<file path="config.mk">
export PLATFORM = sky130hd
export DESIGN_NAME = tdc_therm_decoder
export DESIGN_NICKNAME = d
export VERILOG_FILES = /design/src/rtl/tdc_pkg.sv /design/src/rtl/tdc_bubble_popcount.sv /design/src/rtl/tdc_therm_decoder.sv
export SDC_FILE = /design/constraint.sdc
export NUM_CORES = 1
export LEC_CHECK = 0
export CORE_MARGIN = 3
export CORE_UTILIZATION = 45
export CTS_CLUSTER_DIAMETER = 40
export CTS_CLUSTER_SIZE = 25
export DETAILED_ROUTE_END_ITERATION = 7
export PLACE_DENSITY = 0.68
export REMOVE_ABC_BUFFERS = 1
export SLEW_MARGIN = 20
export SYNTH_ARGS = -nofsm -noshare
export SYNTH_HDL_FRONTEND = slang
export SYNTH_HIERARCHICAL = 1
export SYNTH_SLANG_ARGS = --single-unit
export TNS_END_PERCENT = 1
</file>
<file path="constraint.sdc">
create_clock -name clk -period 4.8 [get_ports clk]
set_input_delay 0.96 -clock clk [delete_from_list [all_inputs] [get_ports clk]]
set_output_delay 0.96 -clock clk [all_outputs]
set_load 0.01 [all_outputs]
</file>
<file path="src/rtl/tdc_pkg.sv">
// ---------------------------------------------------------------------------
// tdc_pkg
// Shared types and helpers for the TDC thermometer decoder slice.
//   fsm_state_e  : window FSM states (ACCUM collects codes, HOLD presents a result)
//   code_w_for() : binary code width needed for a given tap count
//   maj3()       : 2-of-3 majority used for single-bit bubble removal
//   result_t     : one published result word (average, min, max, flags)
// ---------------------------------------------------------------------------
package tdc_pkg;

  typedef enum logic [0:0] {
    ACCUM = 1'b0,
    HOLD  = 1'b1
  } fsm_state_e;

  // Width of a tap count 0..n_delay.
  function automatic int code_w_for(input int n_delay);
    return $clog2(n_delay + 1);
  endfunction

  function automatic logic maj3(input logic a, input logic b, input logic c);
    return (a & b) | (a & c) | (b & c);
  endfunction

  // The result word is sized for the production 32-tap delay line; a longer
  // line needs RES_N_DELAY raised so the code fields can hold the tap count.
  localparam int RES_N_DELAY = 32;
  localparam int RES_CODE_W  = code_w_for(RES_N_DELAY);

  typedef struct packed {
    logic [RES_CODE_W-1:0] code;
    logic [RES_CODE_W-1:0] min;
    logic [RES_CODE_W-1:0] max;
    logic                  bubble;
    logic                  sat;
    logic                  overrun;
  } result_t;

endpackage

</file>
<file path="src/rtl/tdc_bubble_popcount.sv">
// ---------------------------------------------------------------------------
// tdc_bubble_popcount
// Purely combinational thermometer helper.
//   therm_i  [N_DELAY] : raw thermometer word, ones fill from bit 0 upward
//   corr_o   [N_DELAY] : bubble-corrected word, c[i] = maj(t[i-1], t[i], t[i+1])
//                        with t[-1] = 1 and t[N_DELAY] = 0
//   bubble_o           : correction changed at least one bit
//   sat_o              : raw word is all ones (edge beyond the line)
//   pop_i    [N_DELAY] : word to count
//   code_o   [CODE_W]  : number of ones in pop_i
// The popcount takes its own input so a caller can put a register stage
// between correction and counting.
// ---------------------------------------------------------------------------
module tdc_bubble_popcount
  import tdc_pkg::*;
#(
  parameter int N_DELAY = 32,
  parameter int CODE_W  = 6
) (
  input  logic [N_DELAY-1:0] therm_i,
  output logic [N_DELAY-1:0] corr_o,
  output logic               bubble_o,
  output logic               sat_o,
  input  logic [N_DELAY-1:0] pop_i,
  output logic [CODE_W-1:0]  code_o
);

  // Pad the word with the virtual neighbours: a one below bit 0, a zero above the top tap.
  logic [N_DELAY+1:0] ext_s;
  assign ext_s = {1'b0, therm_i, 1'b1};

  // Majority of each tap with its two neighbours.
  always_comb begin
    corr_o = '0;
    for (int i = 0; i < N_DELAY; i++) begin
      corr_o[i] = maj3(ext_s[i], ext_s[i+1], ext_s[i+2]);
    end
  end

  assign bubble_o = (corr_o != therm_i);
  assign sat_o    = &therm_i;

  // Population count of the corrected word.
  always_comb begin
    code_o = '0;
    for (int i = 0; i < N_DELAY; i++) begin
      code_o = code_o + CODE_W'(pop_i[i]);
    end
  end

endmodule

</file>
<file path="src/rtl/tdc_therm_decoder.sv">
// ---------------------------------------------------------------------------
// tdc_therm_decoder
// Decodes tapped-delay-line thermometer samples into binary tap counts and
// publishes one averaged result per window of 2^AVG_LOG2 samples.
//   clk, rst_n    : clock; reset is asynchronous and active-HIGH (rst_n = 1 resets)
//   sample_valid  : sample presented this cycle (always accepted)
//   sample        : thermometer word [N_DELAY]
//   out_valid     : result word available (held until out_ready)
//   out_ready     : consumer accepts the result
//   out_code      : window average, truncated
//   out_min/max   : minimum / maximum code seen in the window
//   out_bubble    : some sample in the window needed bubble correction
//   out_sat       : some sample in the window was all ones
//   out_overrun   : codes were dropped while the previous result was held
// Pipeline: stage 1 registers the corrected word and flags, stage 2 registers
// the popcount, and the window FSM consumes stage 2 one edge later.
// ---------------------------------------------------------------------------
module tdc_therm_decoder
  import tdc_pkg::*;
#(
  parameter int N_DELAY  = 32,
  parameter int CODE_W   = code_w_for(N_DELAY),
  parameter int AVG_LOG2 = 2
) (
  input  logic               clk,
  input  logic               rst_n,
  input  logic               sample_valid,
  input  logic [N_DELAY-1:0] sample,
  output logic               out_valid,
  input  logic               out_ready,
  output logic [CODE_W-1:0]  out_code,
  output logic [CODE_W-1:0]  out_min,
  output logic [CODE_W-1:0]  out_max,
  output logic               out_bubble,
  output logic               out_sat,
  output logic               out_overrun
);

  // The sum of 2^AVG_LOG2 codes of at most N_DELAY each fits in ACC_W bits.
  localparam int ACC_W = CODE_W + AVG_LOG2;
  localparam int CNT_W = AVG_LOG2 + 1;
  localparam logic [CNT_W-1:0] WIN_LAST = CNT_W'((1 << AVG_LOG2) - 1);

  // ---------------- correction / popcount ----------------
  logic [N_DELAY-1:0] corr_s;
  logic               bubble_s;
  logic               sat_s;
  logic [CODE_W-1:0]  code_s;

  logic               s1_valid_q;
  logic [N_DELAY-1:0] s1_corr_q;
  logic               s1_bubble_q;
  logic               s1_sat_q;

  logic               s2_valid_q;
  logic [CODE_W-1:0]  s2_code_q;
  logic               s2_bubble_q;
  logic               s2_sat_q;

  tdc_bubble_popcount #(
    .N_DELAY (N_DELAY),
    .CODE_W  (CODE_W)
  ) u_bubble_popcount (
    .therm_i  (sample),
    .corr_o   (corr_s),
    .bubble_o (bubble_s),
    .sat_o    (sat_s),
    .pop_i    (s1_corr_q),
    .code_o   (code_s)
  );

  // Stage 1: capture the corrected word and its flags.
  always_ff @(posedge clk or posedge rst_n) begin
    if (rst_n) begin
      s1_valid_q  <= 1'b0;
      s1_corr_q   <= '0;
      s1_bubble_q <= 1'b0;
      s1_sat_q    <= 1'b0;
    end else begin
      s1_valid_q <= sample_valid;
      if (sample_valid) begin
        s1_corr_q   <= corr_s;
        s1_bubble_q <= bubble_s;
        s1_sat_q    <= sat_s;
      end
    end
  end

  // Stage 2: capture the tap count with the flags carried alongside.
  always_ff @(posedge clk or posedge rst_n) begin
    if (rst_n) begin
      s2_valid_q  <= 1'b0;
      s2_code_q   <= '0;
      s2_bubble_q <= 1'b0;
      s2_sat_q    <= 1'b0;
    end else begin
      s2_valid_q <= s1_valid_q;
      if (s1_valid_q) begin
        s2_code_q   <= code_s;
        s2_bubble_q <= s1_bubble_q;
        s2_sat_q    <= s1_sat_q;
      end
    end
  end

  // ---------------- window FSM ----------------
  fsm_state_e        state_q,     state_d;
  logic [ACC_W-1:0]  acc_q,       acc_d;
  logic [CNT_W-1:0]  cnt_q,       cnt_d;
  logic [CODE_W-1:0] min_q,       min_d;
  logic [CODE_W-1:0] max_q,       max_d;
  logic              bub_q,       bub_d;
  logic              sat_q,       sat_d;
  logic              pend_q,      pend_d;
  logic              out_valid_q, out_valid_d;
  result_t           res_q,       res_d;

  logic [ACC_W-1:0]  sum_s;
  logic [CODE_W-1:0] new_min_s;
  logic [CODE_W-1:0] new_max_s;
  logic              accept_s;
  logic              step_s;
  logic              drop_s;

  assign sum_s     = acc_q + ACC_W'(s2_code_q);
  // Strict compares: a tie keeps the register as it is.
  assign new_min_s = (s2_code_q < min_q) ? s2_code_q : min_q;
  assign new_max_s = (s2_code_q > max_q) ? s2_code_q : max_q;
  assign accept_s  = out_valid_q & out_ready;

  // Next-state logic: accumulate, publish, hold, and hand over to a new window.
  always_comb begin
    state_d     = state_q;
    acc_d       = acc_q;
    cnt_d       = cnt_q;
    min_d       = min_q;
    max_d       = max_q;
    bub_d       = bub_q;
    sat_d       = sat_q;
    pend_d      = pend_q;
    out_valid_d = out_valid_q;
    res_d       = res_q;
    step_s      = 1'b0;
    drop_s      = 1'b0;

    case (state_q)
      ACCUM: begin
        step_s = s2_valid_q;
      end
      HOLD: begin
        if (accept_s) begin
          // A code arriving with the handshake opens the next window.
          state_d     = ACCUM;
          out_valid_d = 1'b0;
          step_s      = s2_valid_q;
        end else begin
          drop_s = s2_valid_q;
        end
      end
      default: begin
        state_d     = ACCUM;
        out_valid_d = 1'b0;
      end
    endcase

    if (drop_s) begin
      pend_d = 1'b1;
    end else begin
      pend_d = pend_d;
    end

    // Window state is cleared as the result is registered, so HOLD always
    // sees an empty window and a code taken at handshake becomes sample one.
    if (step_s) begin
      if (cnt_q == WIN_LAST) begin
        res_d.code    = RES_CODE_W'(sum_s >> AVG_LOG2);
        res_d.min     = RES_CODE_W'(new_min_s);
        res_d.max     = RES_CODE_W'(new_max_s);
        res_d.bubble  = bub_q | s2_bubble_q;
        res_d.sat     = sat_q | s2_sat_q;
        res_d.overrun = pend_q;
        pend_d        = 1'b0;
        acc_d         = '0;
        cnt_d         = '0;
        min_d         = '1;
        max_d         = '0;
        bub_d         = 1'b0;
        sat_d         = 1'b0;
        state_d       = HOLD;
        out_valid_d   = 1'b1;
      end else begin
        acc_d = sum_s;
        cnt_d = cnt_q + CNT_W'(1);
        min_d = new_min_s;
        max_d = new_max_s;
        bub_d = bub_q | s2_bubble_q;
        sat_d = sat_q | s2_sat_q;
      end
    end else begin
      acc_d = acc_d;
    end
  end

  // Window state and result registers.
  always_ff @(posedge clk or posedge rst_n) begin
    if (rst_n) begin
      state_q     <= ACCUM;
      acc_q       <= '0;
      cnt_q       <= '0;
      min_q       <= '1;
      max_q       <= '0;
      bub_q       <= 1'b0;
      sat_q       <= 1'b0;
      pend_q      <= 1'b0;
      out_valid_q <= 1'b0;
      res_q       <= '0;
    end else begin
      state_q     <= state_d;
      acc_q       <= acc_d;
      cnt_q       <= cnt_d;
      min_q       <= min_d;
      max_q       <= max_d;
      bub_q       <= bub_d;
      sat_q       <= sat_d;
      pend_q      <= pend_d;
      out_valid_q <= out_valid_d;
      res_q       <= res_d;
    end
  end

  assign out_valid   = out_valid_q;
  assign out_code    = CODE_W'(res_q.code);
  assign out_min     = CODE_W'(res_q.min);
  assign out_max     = CODE_W'(res_q.max);
  assign out_bubble  = res_q.bubble;
  assign out_sat     = res_q.sat;
  assign out_overrun = res_q.overrun;

endmodule

</file>
Yosys cells after proc, flatten, opt, wreduce, memory -nomap -nowiden

Cells that the tools add are included.
Widths: inputs -> output; s select.

Reduce and logical (&&, ||, !) cells: 2
Bitwise operators: 127
Magnitude comparators: 2
$mul: 0
Shift-type cells: 0
Div/mod/pow operators: 0
Add/sub/neg operators: 33
Eq/ne operators: 2
Muxes and demuxes: 23

Operators with widths:

| cell                | number |
|---|---|
| $add 6x1->6         | 30 |
| $or 1x1->1          | 64 |
| $and 1x1->1         | 62 |
| $ne 32x32->1        | 1 |
| $reduce_and 32->1   | 1 |
| $mux 6              | 4 |
| $mux 1              | 16 |
| $add 8x6->8         | 1 |
| $mux 8              | 1 |
| $gt 6x6->1          | 1 |
| $lt 6x6->1          | 1 |
| $add 3x1->3 const B | 1 |
| $eq 3x2->1 const B  | 1 |
| $mux 3              | 1 |
| $add 1x1->2         | 1 |
| $pmux 1 s2          | 1 |
| $reduce_and 2->1    | 1 |
| $not 1->1           | 1 |

Memories: 0
Output and inout bits: 22
Bits in registers: 93
ROM bits: 0
Input port bits: 36
Bits in latches: 0
Memory bits (writable): 0

Longest topological paths before layout

Word-level depth: 31
Depth in mapped cells: 16
Depth with buffers taken out: 16

Hierarchy

The synthesis kept the hierarchy.

Modules (own cells, without submodules):

| module              | area each (µm²) | times used | cells each |
|---|---|---|---|
| tdc_therm_decoder   | 4162.7          | 1          | 338 |
| tdc_bubble_popcount | 1681.6          | 1          | 219 |

Worst setup path before layout

OpenSTA, ideal clock, no wires.

Kind: register -> register
Start: register s1_corr_q[0]
End: register s2_code_q[5]
Cell stages (with the launch flop): 17
Setup slack: 0.094 ns
Arrival: 4.581 ns
Data required time: 4.675 ns
Period minus slack after synthesis: 4.706 ns
Cell sequence: dfrtp_1 -> inv_1 -> fa_1 -> fa_1 -> inv_1 -> fa_1 -> fa_1 -> fa_1 -> inv_1 -> fa_1 -> inv_1 -> ha_1 -> a21o_1 -> a21oi_1 -> nor2b_1 -> o21a_1 -> mux2_2

Word-level cells in the longest chain between the ends: 31

RTL lines:

| what                       | line                      | source |
|---|---|---|
| start, declared            | tdc_therm_decoder.sv:51   | `logic [N_DELAY-1:0] s1_corr_q;` |
| start signal, assigned     | tdc_therm_decoder.sv:82   | `s1_corr_q <= corr_s;` |
| $add 1x1->2                | tdc_bubble_popcount.sv:47 | `code_o = code_o + CODE_W'(pop_i[i]);` |
| $add 6x1->6 (30 in series) | tdc_bubble_popcount.sv:47 |  |
| via code_s[5]              | tdc_therm_decoder.sv:48   | `logic [CODE_W-1:0] code_s;` |
| end signal, assigned       | tdc_therm_decoder.sv:99   | `s2_code_q <= code_s;` |
| end, declared              | tdc_therm_decoder.sv:56   | `logic [CODE_W-1:0] s2_code_q;` |

The timed path passes the listed nets, and every way through them passes these cells.
A chain may end at the register's enable or synchronous reset.

Worst setup path in the final report

Start: register s1_corr_q[15]
End: register s2_code_q[5]

Word-level cells in the longest chain between the ends: 17

RTL lines:

| what                       | line |
|---|---|
| $add 6x1->6 (17 in series) | tdc_bubble_popcount.sv:47 |
| via code_s[5]              | tdc_therm_decoder.sv:48 |

The timed path passes the listed nets, and every way through them passes these cells.

==> summary.txt <==
Placed design
  • Routability cong.: 0.9561
  • Dpl hpwl: 9092 um
  • Post-place setup slack: -13.99 ps
  • # port buffers: 57

Floorplanning
  • Die area: 14390 um2
  • Core Region: 12670 um2
  • Die Wd: 120.0 um
  • Rows: 41
  • IO Pins: 58
  • Height of the chip: 120.0 um
  • Initial Util: 0.4612

Pwr
  • Max VDD drop: 0.8368 mV
  • Clock Power Share: 0.125
  • Combinational power share: 0.651
  • Design Power: 5.538 mW
  • Internal power: 3.263 mW
  • Switching Share: 0.4108
  • Lkg Pwr: 3.049 nW
  • Switch Pwr: 2.275 mW
  • Power per cell area: 807.6 nW/um2
  • Sequential share of power: 0.224

Timing
  • Setup TNS after final layout: 0 ps
  • Slew @ Worst Pin: 610.9 ps
  • Setup ws final: 74.21 ps
  • Skew final: 10.13 ps
  • Endpoints failing hold: 0
  • Final setup viols: 0
  • Tmin final: 4726 ps
  • Fmax: 0.2116 GHz
  • RSZ-0062 raised after global routing: yes
  • Max-slew violations: 0
  • Tcrit/Tclk final: 0.9845
  • Normalized max-slew margin: 0.5913

Worst setup path
  • CP dominant cell by count: fa_1
  • Nature of the critical path startpoint: register
  • Critical Path RT: 5040 ps
  • Slowest cell on the critical path: fa_1
  • Slowest stage delay, CP: 540 ps
  • CP Cell Sequence: inv_1, fa_1, fa_1, fa_1, inv_1, fa_1, fa_1, inv_1, fa_1, inv_1, ha_1, a21o_1, a21oi_2, nor2b_1, o21a_1, mux2_2
  • Critical path peak fanout: 2
  • Reg2reg path depth: 16
  • Crit Path Category: register to register
  • Crit path DAT: 4970 ps
  • Crit end category: register

Job
  • MaxCap Viol Count: 0

Drt
  • DR pass1 iterations: 5
  • DRC: 0
  • Post-route antenna net violation count: 0
  • Vias/cell: 5.349
  • Via count: 4210
  • DR WL/cell: 15.19 um
  • Routed wire length: 11950 um
  • DRT iter0 DRCs: 266

Synth
  • Adder-cell share of the synthesized area: 0.1768
  • Commonest cells in the netlist: dfrtp_1, inv_1, nand2_1
  • Ys Warns: 6
  • Synth Area in Compound Gates: 0.1526
  • Dominant synthesized flop cell: dfrtp_1
  • Count leader, synth: dfrtp_1
  • Synth area leader: dfrtp_1
  • Post-synth cell types: 64
  • Fraction of registers with async set/reset: 1.000
  • Post-synthesis cell area: 5844 um2
  • XOR/XNOR Fraction of Synth Area: 0.01049
  • Simple-Gate Fraction of Synth Area: 0.08906
  • Largest cells by area after synthesis: dfrtp_1, fa_1, mux2_2
  • Post-synth EDFFs: 0
  • Avg Inst Size Synth: 10.49 um2
  • Syn Inst Count: 557
  • Post-synthesis mux area share: 0.09955
  • Main combinational cell family by area after synthesis: adder cells
  • Number of synthesized register bits: 93
  • Area share of the largest cell type after synthesis: 0.3725
  • Register area share after synthesis: 0.3995

Status
  • Status: complete, no violations

CTS
  • TritonCTS buffer count: 9
  • Deepest level of the CTS H-tree: 3
  • Clk root buf: clkbuf_16
  • CTS max path bufs: 2
  • Clock slew at reported path FFs: 70 ps
  • Hold buffers post-CTS: 0
  • # clock sinks: 93
  • CTS tree: done
  • Clk Latency, worst-skew pair: 350 ps

Finish
  • Area delta synth->final: 17.34%
  • Final #Nets: 696
  • Fillers: 1118
  • Antenna Cells: 0
  • Share of layout cells above drive strength 1: 0.1496

Global routing
  • Global route overflow: 0
  • First-pass GRT wire length: 20580 um
  • Initial antenna violation count: 0
  • Gr usage total: 0.1791
  • Number of global-route vias before repair: 4237
  • Largest net degree at the start of global routing: 37

Worst hold path
  • Hold crit path type: register to register
  • Hold-critical path depth: 2
==> layout by cell type (no fill, tap or decap), types with 12 or more instances in the layout <==
| cell | synthesis | routed |
|---|---|---|
| dfrtp_1 | 87 | 87 |
| fa_1 | 25 | 24 |
| maj3_1 | 22 | 22 |
| nand2_1 | 47 | 46 |
| ha_1 | 25 | 24 |
| mux2_2 | 41 | 41 |
| mux2i_1 | 12 | 12 |
| o21ai_0 | 16 | 16 |
| clkdlybuf4s50_1 | 0 | 57 |
| o21ai_1 | 19 | 19 |
| a21oi_1 | 26 | 25 |
| inv_1 | 77 | 75 |
==> layout make-up <==
cell class,count,area (um2),area share
clock buffers,9,225.2,0.03284
clock inverters,7,61.31,0.008940
inverters,81,305.3,0.04452
multi-input cells,362,3100,0.4521
flip-flops and latches,93,2335,0.3404
well taps,172,215.2,0.03138
repair buffers,63,615.6,0.08976
==> through the flow <==
stage               area (um2)  hold slack (ps)  cells    util
floorplan                 5728            439.3    536       -
detailed placement        6553            470.6    770  0.5171
global placement          6553            454.4    770  0.5171
CTS                       6839            484.6    786  0.5397
finish                    6858            479.7    787  0.5412
global route              6858            506.9    787  0.5412
==> final timing paths <==
check / from / endpoint / slack (ps)
hold / removal: out_bubble / out_bubble / 480
min in group asynchronous: rst_n / cnt_q[2] / 970
hold reg to reg: out_bubble / out_bubble / 480
max in group asynchronous: rst_n / min_q[1] / 2980
setup / recovery: s1_corr_q[15] / s2_code_q[5] / 70
setup reg to reg: s1_corr_q[15] / s2_code_q[5] / 70
==> kinds of logic after synthesis <==
logic type	count (synthesis)
mux	53
flops	93
fa+ha+maj	72
buf+inv	102
compound gates	127
simple gates	103
xor+xnor	7
==> routing by layer <==
layer | global-route usage | share of wire | vias up
li1 | - | - | 2031
met1 | 0.2387 | 0.45 | 2038
met2 | 0.2908 | 0.48 | 116
met3 | 0.03110 | 0.045 | 25
met4 | 0.07230 | 0.024 | 0
met5 | 0 | 0 | -
==> flip-flops by register name, summed over array words and instances, names as in the netlist <==
name and flops:
max_q 6, out_sat 1, bub_q 1, sat_q 1, s2_bubble_q 1, min_q 6
s1_bubble_q 1, out_max 6, out_code 6, cnt_q 3, state_q 1, s1_sat_q 1
s2_code_q 6, out_min 6, out_valid 1, s2_valid_q 1, s1_valid_q 1, out_overrun 1
s2_sat_q 1, s1_corr_q 32, acc_q 8, out_bubble 1, pend_q 1
==> worst max-delay path, delay by kind of cell (launching register included) <==
kind	cells	cell delay [ps]
fa+ha+maj	7	3110
compound gates	3	530
flops	1	400
buf+inv	4	280
simple gates	1	60
mux	1	250
==> power groups by stage <==
stage | Sequential, mW | Clock [mW] | Combinational [mW]
2_1_floorplan | 1.23 | 0 | 2.60
3_3_place_gp | 1.25 | 0 | 3.43
3_5_place_dp | 1.26 | 0 | 3.52
4_1_cts | 1.24 | 0.708 | 3.53
5_1_grt | 1.28 | 0.743 | 4.10
6_report | 1.24 | 0.691 | 3.61
==> repair_timing <==
item / 4_1_cts / 5_1_grt
gates resized for setup: 0 / 4
buffers inserted: 0 / 1
pin swaps: 2 / 9
setup endpoints to repair: 2 / 3
No activity file was read; power rests on OpenSTA's default activity.
==> RTL edit 1: new RTL, same settings <==
Change the parameter `AVG_LOG2` from 2 to 1. Comments in the files are not updated.
--- a/src/rtl/tdc_therm_decoder.sv
+++ b/src/rtl/tdc_therm_decoder.sv
@@ -20,7 +20,7 @@
 #(
   parameter int N_DELAY  = 32,
   parameter int CODE_W   = code_w_for(N_DELAY),
-  parameter int AVG_LOG2 = 2
+  parameter int AVG_LOG2 = 1
 ) (
   input  logic               clk,
   input  logic               rst_n,
Check against the original RTL: not equivalent (Yosys sat finds a counterexample within 10 cycles, from zero or initial values and one cycle with rst_n high).
==> RTL edit 1 against the original RTL <==
Area after synthesis shrank 2.6%; routed wire length grew 2.9%; critical path depth is the same; sequential share of layout area grew 0.11 points; cell count shrank 3.0%; non-clock buffer count shrank 1; worst setup slack lost 0.035 ns; sequential cell count shrank 2; design area shrank 2.5%; total power shrank 2.4%; first-iteration DRC count shrank 26%; critical endpoint is now s2_code_q[4]$_DFFE_PP0P_.
==> RTL edit 1: results (changes against the original RTL) <==
- The via total after detailed routing is 4035 (was 4210).
- The fraction of area in multi-input gates is 45.2% (about the same).
- The first-pass iteration count of the detailed router is 4 (was 5).
- The critical path's largest stage delay is 0.56 ns (was 0.54 ns).
- The average via count per standard cell came to 5.29 (was 5.35).
- The sequential share of the synthesized area came to 40.1% (was 39.9%).
- The share of final layout cell area taken by non-clock buffers came to 9.09% (was 8.98%).
- Most numerous cell types in the synthesized netlist: sky130_fd_sc_hd__dfrtp_1 (85), sky130_fd_sc_hd__inv_1 (75), sky130_fd_sc_hd__nand2_1 (43) (was sky130_fd_sc_hd__dfrtp_1 (87), sky130_fd_sc_hd__inv_1 (77), sky130_fd_sc_hd__nand2_1 (47)).
- The worst vdd rail ir drop is 0.733 mV (was 0.837 mV).
- The overall global routing resource usage is 18.8% (was 17.9%).
- The detailed-routed wire length on met3 is 499 um (was 540 um).
- The met3 usage in global routing was 4.74% (was 3.11%).
- The capturing point of the worst reg2reg path is s2_code_q[4]$_DFFE_PP0P_ (was s2_code_q[5]$_DFFE_PP0P_).
- The number of signal-net inverters in the final layout is 79 (was 81).
- The flip-flop and latch count after synthesis is 91 (was 93).
- The final-layout worst hold slack is 0.481 ns (was 0.480 ns).
- Status: finished clean (unchanged).
- The distinct cell type count of the synthesized netlist came to 67 (was 64).
- The multi-input logic cell count is 347 (was 362).
- The largest clock skew in the final design was 0.00472 ns (was 0.0101 ns).
- The worst max-slew margin expressed relative to the limit is 56.2% (was 59.1%).
- The fraction of power consumed by combinational cells is 65.8% (was 65.1%).
- The placer congestion estimate was 0.910 (was 0.956).
- The shortest clock period the worst path allows after layout came to 4.76 ns (was 4.73 ns).
- The reg-to-reg startpoint was s1_corr_q[17]$_DFFE_PP0P_ (was s1_corr_q[15]$_DFFE_PP0P_).
- The total routed wirelength is 12300 um (was 12000 um).
- The met2 layer wire length in the routed design is 5890 um (was 5730 um).
- The number of buffers other than clock buffers in the final layout is 62 (was 63).
- The final net count is 675 (was 696).
- Cell types occupying the most area after synthesis: sky130_fd_sc_hd__dfrtp_1 (37%), sky130_fd_sc_hd__fa_1 (8.8%), sky130_fd_sc_hd__mux2_2 (8.1%) (was sky130_fd_sc_hd__dfrtp_1 (37%), sky130_fd_sc_hd__fa_1 (8.6%), sky130_fd_sc_hd__mux2_2 (7.9%)).
- The total of clock buffers placed in the layout is 11 (was 9).
- The static leakage power is 2.97 nW (was 3.05 nW).
- The fraction of layout instances using a drive strength above 1 is 16.5% (was 15.0%).
- The maximum number of pins on one net before global-route repair was 47 (was 37).
- The cell area reported after detailed placement came to 6410 sq um (was 6550 sq um).
- The part of the total power dissipated in the clock network is 11.8% (was 12.5%).
- The pre-CTS worst setup slack is -0.0919 ns (was -0.0140 ns).
- The endpoint with the worst hold slack was out_overrun$_DFFE_PP0P_ (was out_bubble$_DFFE_PP0P_).
- The number of global-route vias before repair is 4201 (was 4237).
- The footprint of the flip-flops and latches is 2280 sq um (was 2330 sq um).
- The fill cell total of the finished layout was 1125 (was 1118).
- The clock-cell share of area came to 3.93% (was 4.18%).
-- RTL edit 1: cell types whose count changed after synthesis, moves of 2 or more --
cell | before | now
sky130_fd_sc_hd__o21ai_1 | 19 | 12
sky130_fd_sc_hd__nand2_1 | 47 | 43
sky130_fd_sc_hd__o21ai_0 | 16 | 19
sky130_fd_sc_hd__a21oi_1 | 26 | 24
sky130_fd_sc_hd__a31oi_1 | 3 | 1
sky130_fd_sc_hd__dfrtp_1 | 87 | 85
sky130_fd_sc_hd__inv_1 | 77 | 75
-- RTL edit 1: kinds of logic after synthesis --
kind of cell	after synthesis	share of synthesized area, %
compound gates	117	14.6
xor+xnor	7	1.08
fa+ha+maj	71	17.9
buf+inv	99	7.10
flops	91	40.1
mux	54	10.4
simple gates	98	8.81
-- RTL edit 1: critical path, delay by kind of cell (launching register included) --
family	cells	cell delay [ns]
mux	1	0.25
compound gates	2	0.18
xor+xnor	1	0.12
flops	1	0.40
fa+ha+maj	8	3.49
buf+inv	4	0.21
==> RTL edit 2: new RTL, same settings <==
Made on the original files. Put a register stage on the output `out_overrun`, with the module's reset. The value now appears one clock later. The other outputs are not delayed to match.
--- a/src/rtl/tdc_therm_decoder.sv
+++ b/src/rtl/tdc_therm_decoder.sv
@@ -234,7 +234,13 @@
   assign out_max     = CODE_W'(res_q.max);
   assign out_bubble  = res_q.bubble;
   assign out_sat     = res_q.sat;
-  assign out_overrun = res_q.overrun;
+  always_ff @(posedge clk or posedge rst_n) begin
+    if (rst_n) begin
+      out_overrun <= '0;
+    end else begin
+      out_overrun <= res_q.overrun;
+    end
+  end
 
 endmodule
 
Behaviour: same outputs for any inputs over 4 cycles, from zero or initial values and one cycle with rst_n high; that may be too few to reach the edited logic, so the function may still have changed.
==> RTL edit 2 against the original RTL <==
Routed wire length up 4.5%; design area is 0.53% higher; critical path depth unchanged; count of clock-buffer cells in the layout did not move; area after synthesis increased by 2.7%; via count decreased by 0.26%; synthesized cell count grew 3.4%; sequential cell count is 1 higher; largest cell class unchanged; first-iteration DRC count up 30%; worst setup slack got worse by 0.018 ns; largest power group unchanged; total power is 1.1% higher; combinational power is essentially flat.
==> RTL edit 2: results (changes against the original RTL) <==
- Status: finished clean (unchanged).
- The fill cell total of the finished layout is 1184 (was 1118).
- The dominant delay contributor by cell family on the critical path is adder cells (unchanged).
- The portion of netlist area occupied by mux cells was 9.69% (was 9.96%).
- The count of warnings emitted by yosys is 6 (unchanged).
- The worst-path cell with the longest stage delay is sky130_fd_sc_hd__fa_1 (unchanged).
- The final routed wire length divided by cell count is 15.9 um (was 15.2 um).
- The static leakage power is 3.07 nW (was 3.05 nW).
- The sequential share of the synthesized area came to 39.3% (was 39.9%).
- The worst vdd rail ir drop is 0.831 mV (was 0.837 mV).
- The final non-filler cell total was 787 (unchanged).
- The average via count per standard cell came to 5.34 (was 5.35).
- Cell types occupying the most area after synthesis: sky130_fd_sc_hd__dfrtp_1 (37%), sky130_fd_sc_hd__fa_1 (8.3%), sky130_fd_sc_hd__mux2_2 (7.7%) (was sky130_fd_sc_hd__dfrtp_1 (37%), sky130_fd_sc_hd__fa_1 (8.6%), sky130_fd_sc_hd__mux2_2 (7.9%)).
- The overall global routing resource usage came to 18.1% (was 17.9%).
- Most numerous cell types in the synthesized netlist: sky130_fd_sc_hd__dfrtp_1 (88), sky130_fd_sc_hd__inv_1 (77), sky130_fd_sc_hd__nand2_1 (47) (was sky130_fd_sc_hd__dfrtp_1 (87), sky130_fd_sc_hd__inv_1 (77), sky130_fd_sc_hd__nand2_1 (47)).
- The number of global-route vias before repair is 4404 (was 4237).
- The global-route wire length before repair is 21200 um (was 20600 um).
- The initial DRC count is 345 (was 266).
- The first-pass iteration count of the detailed router is 4 (was 5).
- The post-synthesis average cell area is 10.4 sq um (was 10.5 sq um).
- The share of synthesized cell area in full adder, half adder and majority cells was 17.2% (was 17.7%).
- The power spent charging and discharging nets is 0.00230 W (was 0.00228 W).
- The number of CTS-inserted buffers is 9 (unchanged).
- The detailed-routed wire length on met3 came to 482 um (was 540 um).
- The compound-cell area share of the yosys netlist is 14.9% (was 15.3%).
- The detailed-route wire length on metal 1 is 5560 um (was 5400 um).
- The latest clock arrival within the worst-skew pair is 0.35 ns (about the same).
- The cell area reported after detailed placement is 6580 sq um (was 6550 sq um).
- The worst max-slew margin expressed relative to the limit is 55.2% (was 59.1%).
- The met2 layer wire length in the routed design is 6200 um (was 5730 um).
- The class of the tightest hold or removal check is reg -> reg (unchanged).
- The fraction of layout instances using a drive strength above 1 is 15.0% (unchanged).
- The buffer count from post-CTS setup fixing is 0 (unchanged).
- The post-synthesis xor/xnor area fraction is 1.02% (was 1.05%).
- The HPWL after detailed placement is 9360 um (was 9090 um).
- Largest registers: s1_corr_q: 32 flops, acc_q: 8 flops (unchanged).
- The placer congestion estimate is 0.921 (was 0.956).
- The number of placed instances, taps included came to 771 (was 770).
- The largest clock skew in the final design is 0.00744 ns (was 0.0101 ns).
- The async set or reset register ratio after synthesis is 100% (unchanged).
==> RTL edit 2: changes by cell type after synthesis <==
cell                      delta
sky130_fd_sc_hd__buf_4      +18
sky130_fd_sc_hd__dfrtp_1     +1
==> RTL edit 2: power by group through the flow <==
stage               Sequential, W  Clock [W]  Combinational, W
detailed placement        0.00127          0           0.00354
global route              0.00129   0.000783           0.00413
global placement          0.00126          0           0.00340
CTS                       0.00126   0.000749           0.00365
floorplan                 0.00125          0           0.00260
finish                    0.00126   0.000727           0.00362
==> RTL edit 2: worst paths after layout <==
kind,depth (start not counted),slack (ns),start,end
worst max register to register,16,0.06,s1_corr_q[17]$_DFFE_PP0P_,s2_code_q[4]$_DFFE_PP0P_
worst min register to register,0,0.39,res_q[0]$_DFFE_PP0P_,out_overrun$_DFF_PP0_
min in group asynchronous,2,0.95,rst_n,bub_q$_DFFE_PP0P_
worst min-delay path,0,0.39,res_q[0]$_DFFE_PP0P_,out_overrun$_DFF_PP0_
worst max-delay path,16,0.06,s1_corr_q[17]$_DFFE_PP0P_,s2_code_q[4]$_DFFE_PP0P_
max in group asynchronous,3,3.03,rst_n,s1_corr_q[8]$_DFFE_PP0P_
==> RTL edit 2: cells by family (layout without fill, tap and decap cells) <==
| family | after synthesis | count (layout) |
|---|---|---|
| xor gates and xnor gates | 7 | 7 |
| buffers and inverters | 120 | 159 |
| DFF | 94 | 94 |
| muxes | 53 | 53 |
| AOI/OAI and AO/OA | 127 | 127 |
| adders and majority gates | 72 | 72 |
| and+or+nand+nor | 103 | 103 |
==> RTL edit 2: per-stage QoR <==
step           setup WS, ns  power, W
6_report             0.0566   0.00560
5_1_grt              -0.116   0.00621
3_3_place_gp         0.0832   0.00466
4_1_cts              0.0315   0.00566
2_1_floorplan        0.0945   0.00384
3_5_place_dp      -0.000710   0.00482
==> RTL edit 2: timing repair <==
| action | 4_1_cts | 5_1_grt |
|---|---|---|
| endpoints found under the setup margin | 2 | 3 |
| gates resized for setup | 4 | 1 |
| pin swaps | 2 | 1 |
==> RTL edit 2: final cells by class <==
cell class / count / share of cell area, %
sequential: 94 / 34.2
inverter: 81 / 4.43
tap: 172 / 3.12
clock buffer: 9 / 3.27
timing repair buffer: 62 / 8.82
multi-input combinational: 362 / 45.0
clock inverter: 7 / 1.16
==> RTL edit 2: routing by layer <==
layer,vias up,track usage (%)
li1,2023,-
met3,19,3.87
met4,0,5.95
met5,-,0
met2,99,30.3
met1,2058,23.5
